File: src/rtl/i_mem_word_to_byte_ctrl.sv
// Ring-side port-b front end for the byte-wide instruction memory: serialises one 32-bit
// word request into four byte accesses and reassembles read data into a single response.
module i_mem_word_to_byte_ctrl #(
    parameter int unsigned ADDR_W = 13
) (
    input  logic              clock,
    input  logic              rst_n,
    input  logic              req_valid,
    output logic              req_ready,
    input  logic              req_wr,
    input  logic [ADDR_W-1:0] req_addr,
    input  logic [31:0]       req_data,
    input  logic [3:0]        req_be,
    output logic              rsp_valid,
    output logic [31:0]       rsp_data,
    output logic [ADDR_W-1:0] mem_address,
    output logic [7:0]        mem_data,
    output logic              mem_rden,
    output logic              mem_wren,
    input  logic [7:0]        mem_q
);

    typedef enum logic [1:0] {StIdle, StAccess, StDrain, StResp} state_e;

    state_e            state_q;
    logic [ADDR_W-3:0] addr_q;
    logic [31:0]       wdata_q;
    logic [3:0]        be_q;
    logic              wr_q;
    logic [1:0]        cnt_q;
    logic              cap_en_q;
    logic [1:0]        cap_lane_q;
    logic [31:0]       rbuf_q;

    // Source of the next byte access: the live request on the handshake, else the latched one.
    logic [ADDR_W-3:0] src_addr;
    logic [31:0]       src_data;
    logic [3:0]        src_be;
    logic              src_wr;
    logic [1:0]        src_cnt;

    logic unused_addr_lsb;
    assign unused_addr_lsb = ^req_addr[1:0];

    assign req_ready = (state_q == StIdle);

    always_comb begin
        src_addr = addr_q;
        src_data = wdata_q;
        src_be   = be_q;
        src_wr   = wr_q;
        src_cnt  = cnt_q + 2'd1;
        if (state_q == StIdle) begin
            src_addr = req_addr[ADDR_W-1:2];
            src_data = req_data;
            src_be   = req_be;
            src_wr   = req_wr;
            src_cnt  = 2'd0;
        end
    end

    always_ff @(posedge clock or negedge rst_n) begin
        if (!rst_n) begin
            state_q     <= StIdle;
            addr_q      <= '0;
            wdata_q     <= '0;
            be_q        <= '0;
            wr_q        <= 1'b0;
            cnt_q       <= '0;
            cap_en_q    <= 1'b0;
            cap_lane_q  <= '0;
            rbuf_q      <= '0;
            rsp_valid   <= 1'b0;
            rsp_data    <= '0;
            mem_address <= '0;
            mem_data    <= '0;
            mem_rden    <= 1'b0;
            mem_wren    <= 1'b0;
        end else begin
            // Read data returns one cycle after issue; the delayed lane steers it into the word.
            cap_en_q   <= mem_rden;
            cap_lane_q <= mem_address[1:0];
            if (cap_en_q) begin
                rbuf_q[{cap_lane_q, 3'b000} +: 8] <= mem_q;
            end
            rsp_valid <= 1'b0;

            unique case (state_q)
                StIdle: begin
                    if (req_valid) begin
                        addr_q  <= src_addr;
                        wdata_q <= src_data;
                        be_q    <= src_be;
                        wr_q    <= src_wr;
                        cnt_q   <= 2'd0;
                        state_q <= StAccess;
                    end
                end
                StAccess: begin
                    cnt_q <= cnt_q + 2'd1;
                    if (cnt_q == 2'd3) begin
                        if (wr_q) begin
                            rsp_valid <= 1'b1;
                            rsp_data  <= '0;
                            state_q   <= StResp;
                        end else begin
                            state_q <= StDrain;
                        end
                    end
                end
                StDrain: begin
                    // Byte 3 arrives now; merge it directly into the response word.
                    rsp_valid <= 1'b1;
                    rsp_data  <= {mem_q, rbuf_q[23:0]};
                    state_q   <= StResp;
                end
                StResp: begin
                    state_q <= StIdle;
                end
                default: state_q <= StIdle;
            endcase

            // Registered memory strobes: loaded for the byte about to be accessed, else idle.
            if ((state_q == StIdle && req_valid) || (state_q == StAccess && cnt_q != 2'd3)) begin
                mem_address <= {src_addr, src_cnt};
                mem_rden    <= !src_wr;
                mem_wren    <= src_wr && src_be[src_cnt];
                mem_data    <= src_wr ? src_data[{src_cnt, 3'b000} +: 8] : 8'h00;
            end else begin
                mem_address <= '0;
                mem_rden    <= 1'b0;
                mem_wren    <= 1'b0;
                mem_data    <= '0;
            end
        end
    end

endmodule

File: config.mk
export PLATFORM = sky130hd
export DESIGN_NAME = i_mem_word_to_byte_ctrl
export DESIGN_NICKNAME = d
export VERILOG_FILES = /design/src/rtl/i_mem_word_to_byte_ctrl.sv
export SDC_FILE = /design/constraint.sdc
export NUM_CORES = 1
export LEC_CHECK = 0
export CAP_MARGIN = 5
export CORE_MARGIN = 10
export CORE_UTILIZATION = 45
export DETAILED_ROUTE_END_ITERATION = 8
export MAX_ROUTING_LAYER = met4
export PLACE_DENSITY_LB_ADDON = 0.1
export SLEW_MARGIN = 20
export SYNTH_ARGS = -nofsm -noshare
export SYNTH_HDL_FRONTEND = slang
export SYNTH_SLANG_ARGS = --single-unit
File: constraint.sdc
create_clock -name clock -period 4.9 [get_ports clock]
set_input_delay 0.735 -clock clock [delete_from_list [all_inputs] [get_ports clock]]
set_output_delay 0.735 -clock clock [all_outputs]
set_load 0.05 [all_outputs]
==> flow_metrics.env, run 1 <==
export IMPL_post_route_period_util=0.687
export IMPL_start_util=0.461
export IMPL_final_cell_mix="dfrtp_1, clkdlybuf4s50_1, mux2_2"
export IMPL_ys_ff_latch=135
export IMPL_combPwrFrac=0.427
export IMPL_postRouteWirelength_mm=12.6
export IMPL_cts_made_buffers=17
export IMPL_status="finished clean"
export IMPL_clkSinkCount=135
export IMPL_drc=0
export IMPL_drt_iter0_drc=244
export IMPL_postSynthAreaPerCell_um2=13.1
export IMPL_first_pass_iters=4
export IMPL_clock_skew_final_ns=0.00831
export IMPL_layout_nets=632
export IMPL_yosysSeqAreaShare=0.578
export IMPL_worstSetupPathType="register to primary output"
export IMPL_vias_per_cell=5.01
export IMPL_ff2ff_path_depth=5
export IMPL_required_ns=4.16
export IMPL_intPower_w=0.00342
export IMPL_ant_nets=0
export IMPL_cts_tree="yes"
export IMPL_crit_fanout=33
export IMPL_vdd_drop_max_mv=0.431
export IMPL_first_global_vias=4060
export IMPL_reg2reg_slack_ns=2.23
export IMPL_cts_hold_buffers=0
export IMPL_postCtsSetupRepairBufs=0
export IMPL_timing_hold_ws_ns=0.381
export IMPL_numPortBuffers=115
export IMPL_finalSetupViolCount=0
export IMPL_timing_rr_end="wdata_q[30]$_DFFE_PN0P_"
export IMPL_grt_usage=0.150
export IMPL_tns_ns=0
export IMPL_pin_count=118
export IMPL_slowest_stage="clkdlybuf4s50_1"
export IMPL_synthToLayoutAreaGrowth_pct=32.0
export IMPL_p_sw_frac=0.360
export IMPL_slew_headroom=0.332
export IMPL_place_congestion=0.790
export IMPL_min_to="cap_lane_q[1]$_DFF_PN0_"
export IMPL_p_sw_w=0.00192
export IMPL_hold_start="mem_address[1]$_DFF_PN0_"
export IMPL_grt_pass1_wl_mm=20.8
export IMPL_clkTransAtPathRegs_ns=0.05
export IMPL_yosys_warnings=0
export IMPL_grt_max_degree=101
export IMPL_worstPathArrival_ns=2.63
export IMPL_cpPeakStageDelay_ns=0.95
export IMPL_syn_area_mm2=0.00585
export IMPL_end_kind="primary output"
export IMPL_slew_viol_final=0
export IMPL_cts_path_max_buffers=2
export IMPL_rsz0062_at_grt="false"
export IMPL_synth_cell_types=36
export IMPL_antenna_cells=0
export IMPL_vias=3746
export IMPL_holdPathStages=0
export IMPL_die_h_um=134
export IMPL_avgRoutedWirePerCell_um=16.9
export IMPL_seq_power_share=0.329
export IMPL_overflow=0
export IMPL_fp_dieArea_mm2=0.0179
export IMPL_synth_nets=516
export IMPL_reg2reg_from="state_q[0]$_DFFE_PN0P_"
export IMPL_dp_hpwl_mm=8.80
export IMPL_syn_instance_count=447
export IMPL_start_kind="register"
export IMPL_coreArea_mm2=0.0127
export IMPL_layout_commonest_cell="dfrtp_1"
export IMPL_leakage_nw=3.50
export IMPL_fmax_mhz=297
export IMPL_rows=41
export IMPL_path_cells="inv_1 > ha_2 > clkdlybuf4s50_1"
export IMPL_finalHoldViolations=0
export IMPL_die_x_um=134
export IMPL_power_density_mw_per_mm2=693
export IMPL_cts_resized=0
export IMPL_drive_above_1_share=0.198
export IMPL_tightest_slew_ns=0.999
export IMPL_clockRootBuffer="clkbuf_16"
export IMPL_clk_latency_ns=0.42
export IMPL_grt_antenna_before_repair=0
export IMPL_fin_crit_ns=3.37
export IMPL_clockPowerShare=0.244
export IMPL_hold_path_class="register to register"
export IMPL_cts_max_level=4
export IMPL_maxCapViolCount=0
-- cells in the mapped netlist, drive strengths merged --
master,count,area [um2]
a2bb2oi,1,8.76
nor4b,2,32.5
dfrtp,135,3380
nand3,4,20.0
inv,37,139
ha,8,100
mux2i,44,440
and2,1,6.26
a31oi,1,6.26
clkbuf,5,18.8
mux2,68,841
nor3,1,10.0
nand3b,2,15.0
buf,16,128
o21ai,6,30.0
a21bo,2,20.0
xnor2,1,8.76
a21oi,11,55.1
a32oi,2,25.0
nand2,50,203
nor2,14,55.1
nand2b,1,6.26
nor2b,3,18.8
o32ai,1,8.76
and2b,1,7.51
a22o,20,175
nor4,1,21.3
a22oi,9,67.6
-- cell type report --
cell class                      instances  area [um2]
Clock inverter                          8         119
Fill cell                            1060        4960
Tap cell                              172         215
Clock buffer                           23         498
Sequential cell                       135        3380
Inverter                               37         139
Timing Repair Buffer                  118        1170
Multi-Input combinational cell        254        2190
-- metrics by stage --
stage,setup WS [ns],total power (W),utilization,cells,instance area [um2]
final,1.53,0.00534,0.609,747,7710
after global routing,1.41,0.00566,0.609,747,7710
after CTS,1.52,0.00542,0.608,747,7710
after detailed placement,1.84,0.00410,0.560,716,7090
after global placement,1.88,0.00403,0.560,716,7090
after floorplan,2.94,0.00351,-,447,5850
-- flip-flops by register name (all words and copies together), names as in the netlist, 4 cells and up --
| name | count |
|---|---|
| rsp_data | 32 |
| wdata_q | 32 |
| rbuf_q | 24 |
| mem_address | 13 |
| addr_q | 11 |
| mem_data | 8 |
| be_q | 4 |
-- power by group through the flow --
stage                     clock (W)  sequential, W  combinational, W
after floorplan                   0        0.00210           0.00142
after global placement            0        0.00176           0.00227
after detailed placement          0        0.00178           0.00232
after CTS                   0.00133        0.00176           0.00233
after global routing        0.00138        0.00181           0.00246
final                       0.00130        0.00176           0.00228
-- how the worst max path moves through the flow --
stage | startpoint | to | slack [ns] | cells after the start
finish | state_q[0]$_DFFE_PN0P_ | req_ready | 1.53 | 3
global route | state_q[0]$_DFFE_PN0P_ | req_ready | 1.41 | 3
CTS | state_q[0]$_DFFE_PN0P_ | req_ready | 1.52 | 3
detailed placement | state_q[0]$_DFFE_PN0P_ | wdata_q[30]$_DFFE_PN0P_ | 1.84 | 5
global placement | state_q[0]$_DFFE_PN0P_ | wdata_q[30]$_DFFE_PN0P_ | 1.88 | 5
floorplan | state_q[0]$_DFFE_PN0P_ | mem_data[0]$_DFF_PN0_ | 2.94 | 5
-- worst max-delay path, delay by kind of cell (launching register included) --
family,cells,cell delay [ns]
buffers and inverters,2,1.05
adders and majority gates,1,0.76
DFF,1,0.42
-- per-layer routing --
layer / up-vias / part of all wire / GRT usage
met2: 88 / 0.51 / 0.243
met5: - / 0 / -
met4: 0 / 0.021 / 0.0653
met3: 19 / 0.052 / 0.0504
li1: 1777 / - / -
met1: 1862 / 0.42 / 0.167
-- logic make-up after synthesis --
group | synth area share
DFF | 0.578
muxes | 0.219
and+or+nand+nor | 0.0676
buffers and inverters | 0.0488
AOI/OAI and AO/OA | 0.0679
adders and majority gates | 0.0171
xor gates and xnor gates | 0.00150
(Power assumes the default switching activity.)
==> inputs of run 2 (changes only) <==
- clock period: 4.9 -> 3.3 ns (I/O delays scaled with it)
==> run 2 against run 1 <==
Compared with the run above:
- non-clock buffer count increased by 4
- worst hold slack got worse by 0.25 ns
- largest power group unchanged
- total power grew 49%
- sequential power increased by 45%
- wire length is 0.79% higher
- largest cell class unchanged
- critical path type unchanged
==> flow_metrics.env, run 2 (synthesis results as in run 1) <==
export IMPL_cts_tree="yes"
export IMPL_clockRootBuffer="clkbuf_16"
export IMPL_final_cell_mix="dfrtp_1, clkdlybuf4s50_1, mux2_2"
export IMPL_grt_antenna_before_repair=0
export IMPL_start_util=0.461
export IMPL_finalSetupViolCount=0
export IMPL_avgRoutedWirePerCell_um=16.9
export IMPL_cts_made_buffers=17
export IMPL_power_density_mw_per_mm2=1020
export IMPL_timing_hold_ws_ns=0.129
export IMPL_maxCapViolCount=0
export IMPL_vias_per_cell=4.94
export IMPL_drt_iter0_drc=305
export IMPL_placed_area_mm2=0.00715
export IMPL_cts_path_max_buffers=2
export IMPL_crit_fanout=15
export IMPL_drive_above_1_share=0.204
export IMPL_vias=3707
export IMPL_fp_dieArea_mm2=0.0179
export IMPL_hold_path_class="input pin to asynchronous set/reset pin"
export IMPL_coreArea_mm2=0.0127
export IMPL_post_route_period_util=0.849
export IMPL_reg2reg_from="state_q[0]$_DFFE_PN0P_"
export IMPL_die_x_um=134
export IMPL_slew_viol_final=0
export IMPL_cts_hold_buffers=0
export IMPL_combPwrFrac=0.437
export IMPL_worstSetupPathType="register to primary output"
export IMPL_fin_crit_ns=2.80
export IMPL_place_congestion=0.802
export IMPL_vdd_drop_max_mv=0.607
export IMPL_ff2ff_path_depth=6
export IMPL_layout_commonest_cell="dfrtp_1"
export IMPL_clkTransAtPathRegs_ns=0.06
export IMPL_p_sw_w=0.00287
export IMPL_dp_hpwl_mm=8.91
export IMPL_end_kind="primary output"
export IMPL_finalHoldViolations=0
export IMPL_worstPathArrival_ns=2.31
export IMPL_intPower_w=0.00508
export IMPL_fmax_mhz=357
export IMPL_p_sw_frac=0.361
export IMPL_slew_headroom=0.303
export IMPL_grt_pass1_wl_mm=21.1
export IMPL_seq_power_share=0.323
export IMPL_clkSinkCount=135
export IMPL_pin_count=118
export IMPL_postRouteWirelength_mm=12.7
export IMPL_post_place_ws_ns=0.897
export IMPL_design_area_mm2=0.00775
export IMPL_cts_resized=0
export IMPL_synthToLayoutAreaGrowth_pct=32.6
export IMPL_overflow=0
export IMPL_rsz0062_at_grt="false"
export IMPL_antenna_cells=0
export IMPL_tightest_slew_ns=1.04
export IMPL_numPortBuffers=115
export IMPL_grt_max_degree=83
export IMPL_grt_usage=0.152
export IMPL_status="finished clean"
export IMPL_reg2reg_slack_ns=1.00
export IMPL_die_h_um=134
export IMPL_leakage_nw=3.52
export IMPL_clockPowerShare=0.241
export IMPL_timing_rr_end="mem_data[0]$_DFF_PN0_"
export IMPL_required_ns=2.80
export IMPL_rows=41
export IMPL_postCtsSetupRepairBufs=0
export IMPL_first_pass_iters=4
export IMPL_clk_latency_ns=0.41
export IMPL_start_kind="register"
export IMPL_power_w=0.00794
export IMPL_layout_setup_ws_ns=0.497
export IMPL_tns_ns=0
export IMPL_crit_start="state_q[0]$_DFFE_PN0P_"
export IMPL_crit_path_end="req_ready"
export IMPL_cts_max_level=4
export IMPL_drc=0
export IMPL_reg_top3="rsp_data: 32 flops, wdata_q: 32 flops, rbuf_q: 24 flops"
export IMPL_first_global_vias=4108
export IMPL_layout_nets=636
export IMPL_clock_skew_final_ns=0.00879
export IMPL_ant_nets=0
run 2: cell type report:
cell class / count / area [um2]
clock buffers: 22 / 484
clock inverters: 9 / 123
fillers: 1059 / 4920
inverters: 37 / 139
multi-input cells: 254 / 2180
flip-flops and latches: 135 / 3380
well taps: 172 / 215
repair buffers: 122 / 1230
run 2: critical path, stage by stage, from the launching register on:
cell             delay (ns)
dfrtp_1                0.42
inv_1                  0.10
ha_2                   0.47
clkdlybuf4s50_1        0.91
run 2: how the worst min path moves through the flow:
stage	end	slack [ns]	from
6_report	rsp_data[6]$_DFFE_PN0P_	0.13	rst_n
5_1_grt	rsp_data[5]$_DFFE_PN0P_	0.18	rst_n
4_1_cts	rsp_data[6]$_DFFE_PN0P_	0.15	rst_n
3_5_place_dp	cap_lane_q[1]$_DFF_PN0_	0.36	mem_address[1]$_DFF_PN0_
3_3_place_gp	cap_lane_q[1]$_DFF_PN0_	0.36	mem_address[1]$_DFF_PN0_
2_1_floorplan	addr_q[0]$_DFFE_PN0P_	0.20	rst_n
run 2: power groups by stage:
| stage | sequential (W) | clock [W] | combinational, W |
|---|---|---|---|
| after floorplan | 0.00312 | 0 | 0.00210 |
| after global placement | 0.00256 | 0 | 0.00345 |
| after detailed placement | 0.00258 | 0 | 0.00352 |
| after CTS | 0.00257 | 0.00196 | 0.00353 |
| after global routing | 0.00264 | 0.00204 | 0.00376 |
| final | 0.00256 | 0.00191 | 0.00347 |
run 2: through the flow:
stage / std cells / utilization
detailed placement: 720 / 0.564
global route: 751 / 0.612
CTS: 751 / 0.612
finish: 751 / 0.612
global placement: 720 / 0.564
floorplan: 447 / -
run 2: layer usage:
| layer | vias up | GRT usage | part of all wire |
|---|---|---|---|
| met3 | 23 | 0.0452 | 0.051 |
| met1 | 1823 | 0.177 | 0.43 |
| met4 | 0 | 0.0629 | 0.020 |
| met5 | - | - | 0 |
| li1 | 1774 | - | - |
| met2 | 87 | 0.242 | 0.50 |
==> inputs of run 3 (changes only) <==
- clock period: 3.3 -> 2.43 ns (I/O delays scaled with it)
==> run 3 against run 2 <==
Compared with the run above:
- sequential share of layout area up 0.092 points
- die area unchanged
- critical path depth up 1
- via count up 0.67%
- clock-buffer cell count up 5
- clock power up 17%
- the run now ends with hold timing left
- wire length up 0.74%
- core utilization down 0.13 points
==> flow_metrics.env, run 3 (synthesis results as in run 1) <==
export IMPL_fin_util=0.611
export IMPL_pin_count=118
export IMPL_cts_resized=0
export IMPL_grt_usage=0.154
export IMPL_dpl_cell_count=724
export IMPL_postRouteWirelength_mm=12.8
export IMPL_grt_max_degree=75
export IMPL_power_density_mw_per_mm2=1360
export IMPL_finalHoldViolations=5
export IMPL_drc=0
export IMPL_status="complete, but fails checks"
export IMPL_start_kind="register"
export IMPL_maxCapViolCount=0
export IMPL_cts_max_level=4
export IMPL_tightest_slew_ns=0.858
export IMPL_cts_hold_buffers=0
export IMPL_final_cell_mix="dfrtp_1, clkdlybuf4s50_1, mux2_2"
export IMPL_layout_setup_ws_ns=0.370
export IMPL_grt_pass1_wl_mm=21.4
export IMPL_cts_tree="yes"
export IMPL_cts_made_buffers=17
export IMPL_first_global_vias=4157
export IMPL_die_h_um=134
export IMPL_layout_nets=640
export IMPL_design_area_mm2=0.00774
export IMPL_violations="hold timing"
export IMPL_place_congestion=0.789
export IMPL_dp_hpwl_mm=9.10
export IMPL_first_pass_iters=4
export IMPL_layout_commonest_cell="dfrtp_1"
export IMPL_vdd_drop_max_mv=0.622
export IMPL_postCtsSetupRepairBufs=0
export IMPL_rsz0062_at_grt="false"
export IMPL_cpPeakStageDelay_ns=0.43
export IMPL_clockRootBuffer="clkbuf_16"
export IMPL_fmax_mhz=486
export IMPL_antenna_cells=0
export IMPL_synthToLayoutAreaGrowth_pct=32.4
export IMPL_overflow=0
export IMPL_clk_latency_ns=0.41
export IMPL_post_route_period_util=0.848
export IMPL_hold_path_class="input pin to asynchronous set/reset pin"
export IMPL_grt_antenna_before_repair=0
export IMPL_timing_hold_ws_ns=-0.0230
export IMPL_cts_path_max_buffers=2
export IMPL_numPortBuffers=115
export IMPL_slew_headroom=0.427
export IMPL_vias=3732
export IMPL_leakage_nw=3.51
export IMPL_clkSinkCount=135
export IMPL_finalSetupViolCount=0
export IMPL_coreArea_mm2=0.0127
export IMPL_required_ns=2.07
export IMPL_worstPathArrival_ns=1.70
export IMPL_post_place_ws_ns=0.390
export IMPL_slew_viol_final=0
export IMPL_end_kind="primary output"
export IMPL_slowest_stage="dfrtp_1"
export IMPL_reg_top3="rsp_data: 32 flops, wdata_q: 32 flops, rbuf_q: 24 flops"
export IMPL_rows=41
export IMPL_tns_ns=0
export IMPL_drt_iter0_drc=195
export IMPL_avgRoutedWirePerCell_um=16.9
export IMPL_die_x_um=134
export IMPL_ant_nets=0
export IMPL_crit_fanout=10
export IMPL_drive_above_1_share=0.201
export IMPL_final_cells=755
export IMPL_clock_skew_final_ns=0.00557
export IMPL_start_util=0.461
export IMPL_fp_dieArea_mm2=0.0179
export IMPL_path_cells="inv_1 > ha_2 > buf_4 > buf_12"
export IMPL_fin_crit_ns=2.06
export IMPL_placed_area_mm2=0.00722
export IMPL_vias_per_cell=4.94
export IMPL_worstSetupPathType="register to primary output"
export IMPL_clkTransAtPathRegs_ns=0.05
## run 3: cell types whose count changed in the layout (fill, tap and decap cells not counted)
cell	change
clkdlybuf4s50_1	-1
bufinv_16	-3
clkinvlp_4	-1
clkbuf_1	+6
buf_12	+4
clkbuf_8	-1
clkinv_2	-1
buf_4	+1
## run 3: final timing paths
check,end,slack (ns),cells past startpoint,startpoint
setup / recovery,req_ready,0.37,4,state_q[0]$_DFFE_PN0P_
hold / removal,rsp_data[4]$_DFFE_PN0P_,-0.02,1,rst_n
setup reg to reg,wdata_q[24]$_DFFE_PN0P_,0.38,6,state_q[0]$_DFFE_PN0P_
hold reg to reg,cap_lane_q[1]$_DFF_PN0_,0.39,0,mem_address[1]$_DFF_PN0_
max in group asynchronous,rbuf_q[11]$_DFFE_PN0P_,1.78,2,rst_n
min in group clock,cap_lane_q[1]$_DFF_PN0_,0.39,0,mem_address[1]$_DFF_PN0_
## run 3: final cells by class
class / count / area (um2)
Fill cell: 1077 / 4930
Timing Repair Buffer: 126 / 1310
Inverter: 37 / 139
Clock buffer: 27 / 493
Multi-Input combinational cell: 254 / 2180
Tap cell: 172 / 215
Sequential cell: 135 / 3380
Clock inverter: 4 / 20.0
## run 3: per-layer routing
metal,wire (um),track usage
met4,339,0.0707
met3,748,0.0512
met2,6340,0.244
met1,5360,0.173
met5,0,-
## run 3: stage by stage
stage	hold WS, ns	total power (W)
CTS	0.0168	0.0107
finish	-0.0230	0.0105
detailed placement	0.391	0.00839
global placement	0.391	0.00828
floorplan	0.0689	0.00709
global route	0.0313	0.0112
## run 3: worst max-delay path: cells and delay by family (launching register included)
kind | cells | cell delay (ns)
buf+inv | 3 | 0.50
flops | 1 | 0.43
fa+ha+maj | 1 | 0.34
## run 3: power breakdown
group	internal, W	switching, W
clock	0.00137	0.000870
sequential	0.00306	0.000427
combinational	0.00222	0.00261
total	0.00664	0.00390
==> RTL change, RTL diff (config.mk and constraints of run 2) <==
Change the parameter `ADDR_W` from 13 to 14.
--- a/src/rtl/i_mem_word_to_byte_ctrl.sv
+++ b/src/rtl/i_mem_word_to_byte_ctrl.sv
@@ -1,7 +1,7 @@
 // Ring-side port-b front end for the byte-wide instruction memory: serialises one 32-bit
 // word request into four byte accesses and reassembles read data into a single response.
 module i_mem_word_to_byte_ctrl #(
-    parameter int unsigned ADDR_W = 13
+    parameter int unsigned ADDR_W = 14
 ) (
     input  logic              clock,
     input  logic              rst_n,
Ports: changed (resized mem_address and req_addr); port bits go from 118 to 120. No check against the original RTL was run, so the function may have changed too.
==> RTL change against run 2 <==
Total power about the same; count of clock-buffer cells in the layout grew 3; wire length grew 2.3%; global-route usage rose by 0.40 points; sequential cell count rose by 2; worst hold slack lost 0.012 ns; register-to-register slack got worse by 0.27 ns; sequential share of layout area is 0.46 points higher; setup slack worse by 0.078 ns; final area increased by 0.42%; area after synthesis grew 0.64%; critical endpoint unchanged; largest power group unchanged.
==> RTL change: results (changes against run 2) <==
route:
  wire_per_inst_um: 17.1  # +1.4%
  routed_via_density: 4.96  # +0.47%
  drt_iter0_drc: 273  # -10%
cells_and_area:
  stdcell_count: 758  # +0.93%
  final_nets: 643  # +1.1%
  drive_above_1_share_pct: 20.1  # -0.24 points
global_route:
  grtUsageTotal_pct: 15.6  # +0.40 points
  grt_pass1_vias: 4163  # +1.3%
  grt_max_degree: 81  # -2.4%
  antenna_found_initial: 0  # unchanged
  grt_pass1_wl_um: 21600  # +2.5%
clocking:
  cts_buffers: 17  # unchanged
  clk_path_buf_depth: 2  # unchanged
pwr:
  vdd_drop_max_mv: 0.486  # -20%
  p_leak_nw: 3.50  # -0.52%
timing:
  finalClockSkew_ns: 0.00960  # +0.000809 ns
  maxSlewHeadroom_pct: 32.7  # +2.4 points
logic_synthesis:
  synth_area_leaders: "dfrtp_1 58%, mux2_2 11%, mux2i_1 7.7%, a22o_1 3.0%, nand2_1 2.9%"
  ys_seq_area_share_pct: 58.3  # +0.48 points
  yosys-top-cells-count: "137 x dfrtp_1, 58 x mux2_2, 46 x nand2_1"
  syn_nets: 523  # +1.4%
  syn-mean-instance-area_sq_um: 13.0  # -0.69%
status:
  status: "complete, no violations"
placement:
  dp_cells: 726  # +0.83%
  dp_hpwl_um: 9080  # +2.0%
  dpl_cell_area_sq_um: 7190  # +0.58%
  place.gp.congestion: 0.791  # -1.3%
  io_buffers: 117  # +1.7%
critical_path:
  critPathArrivalTime_ns: 2.39  # +0.08 ns
  path_max_fanout: 17  # +2
[RTL change: kinds of logic (layout without fill, tap and decap cells)]
group,Yosys count,after routing,share of synthesized area [%]
flops,137,137,58.3
mux,114,114,21.6
simple gates,81,81,6.78
buf+inv,59,192,4.79
compound gates,53,53,6.74
fa+ha+maj,8,8,1.70
xor+xnor,1,1,0.149
[RTL change: final timing paths]
| check | slack, ns | to | cells after the start | from |
|---|---|---|---|---|
| setup / recovery | 0.42 | req_ready | 3 | state_q[0] |
| hold / removal | 0.12 | rsp_data[7] | 1 | rst_n |
| setup reg to reg | 0.73 | wdata_q[24] | 6 | state_q[0] |
| hold reg to reg | 0.39 | cap_en_q | 0 | mem_rden |
| max in group asynchronous | 2.45 | addr_q[9] | 2 | rst_n |
| min in group clock | 0.39 | cap_en_q | 0 | mem_rden |
[RTL change: final cells by class]
cell class / count / area [sq um]
clock buffer: 25 / 505
multi-input combinational: 257 / 2180
sequential: 137 / 3430
timing repair buffer: 123 / 1230
fill: 1094 / 4940
inverter: 37 / 139
tap: 172 / 215
clock inverter: 7 / 88.8
[RTL change: through the flow]
stage / worst slack (ns) / hold WS [ns]
2_1_floorplan: 1.28 / 0.199
3_3_place_gp: 0.791 / 0.388
3_5_place_dp: 0.757 / 0.386
4_1_cts: 0.386 / 0.149
5_1_grt: 0.318 / 0.177
6_report: 0.419 / 0.117
[RTL change: routing by layer]
metal | global-route usage (%) | part of all wire, %
met4 | 5.20 | 1.1
met5 | - | 0
met2 | 25.2 | 51
met3 | 5.00 | 4.3
met1 | 18.0 | 44
[RTL change: where the power goes]
part	leakage, nW	total (mW)	internal [mW]	switching [mW]
Sequential	1.76	2.60	2.28	0.319
Clock	0.297	1.88	1.21	0.674
Combinational	1.44	3.45	1.54	1.91
[RTL change: worst max-delay path: stages (launching register included)]
cell and delay (ns):
dfrtp_1 0.41, inv_1 0.11, ha_2 0.54, clkdlybuf4s50_1 0.91
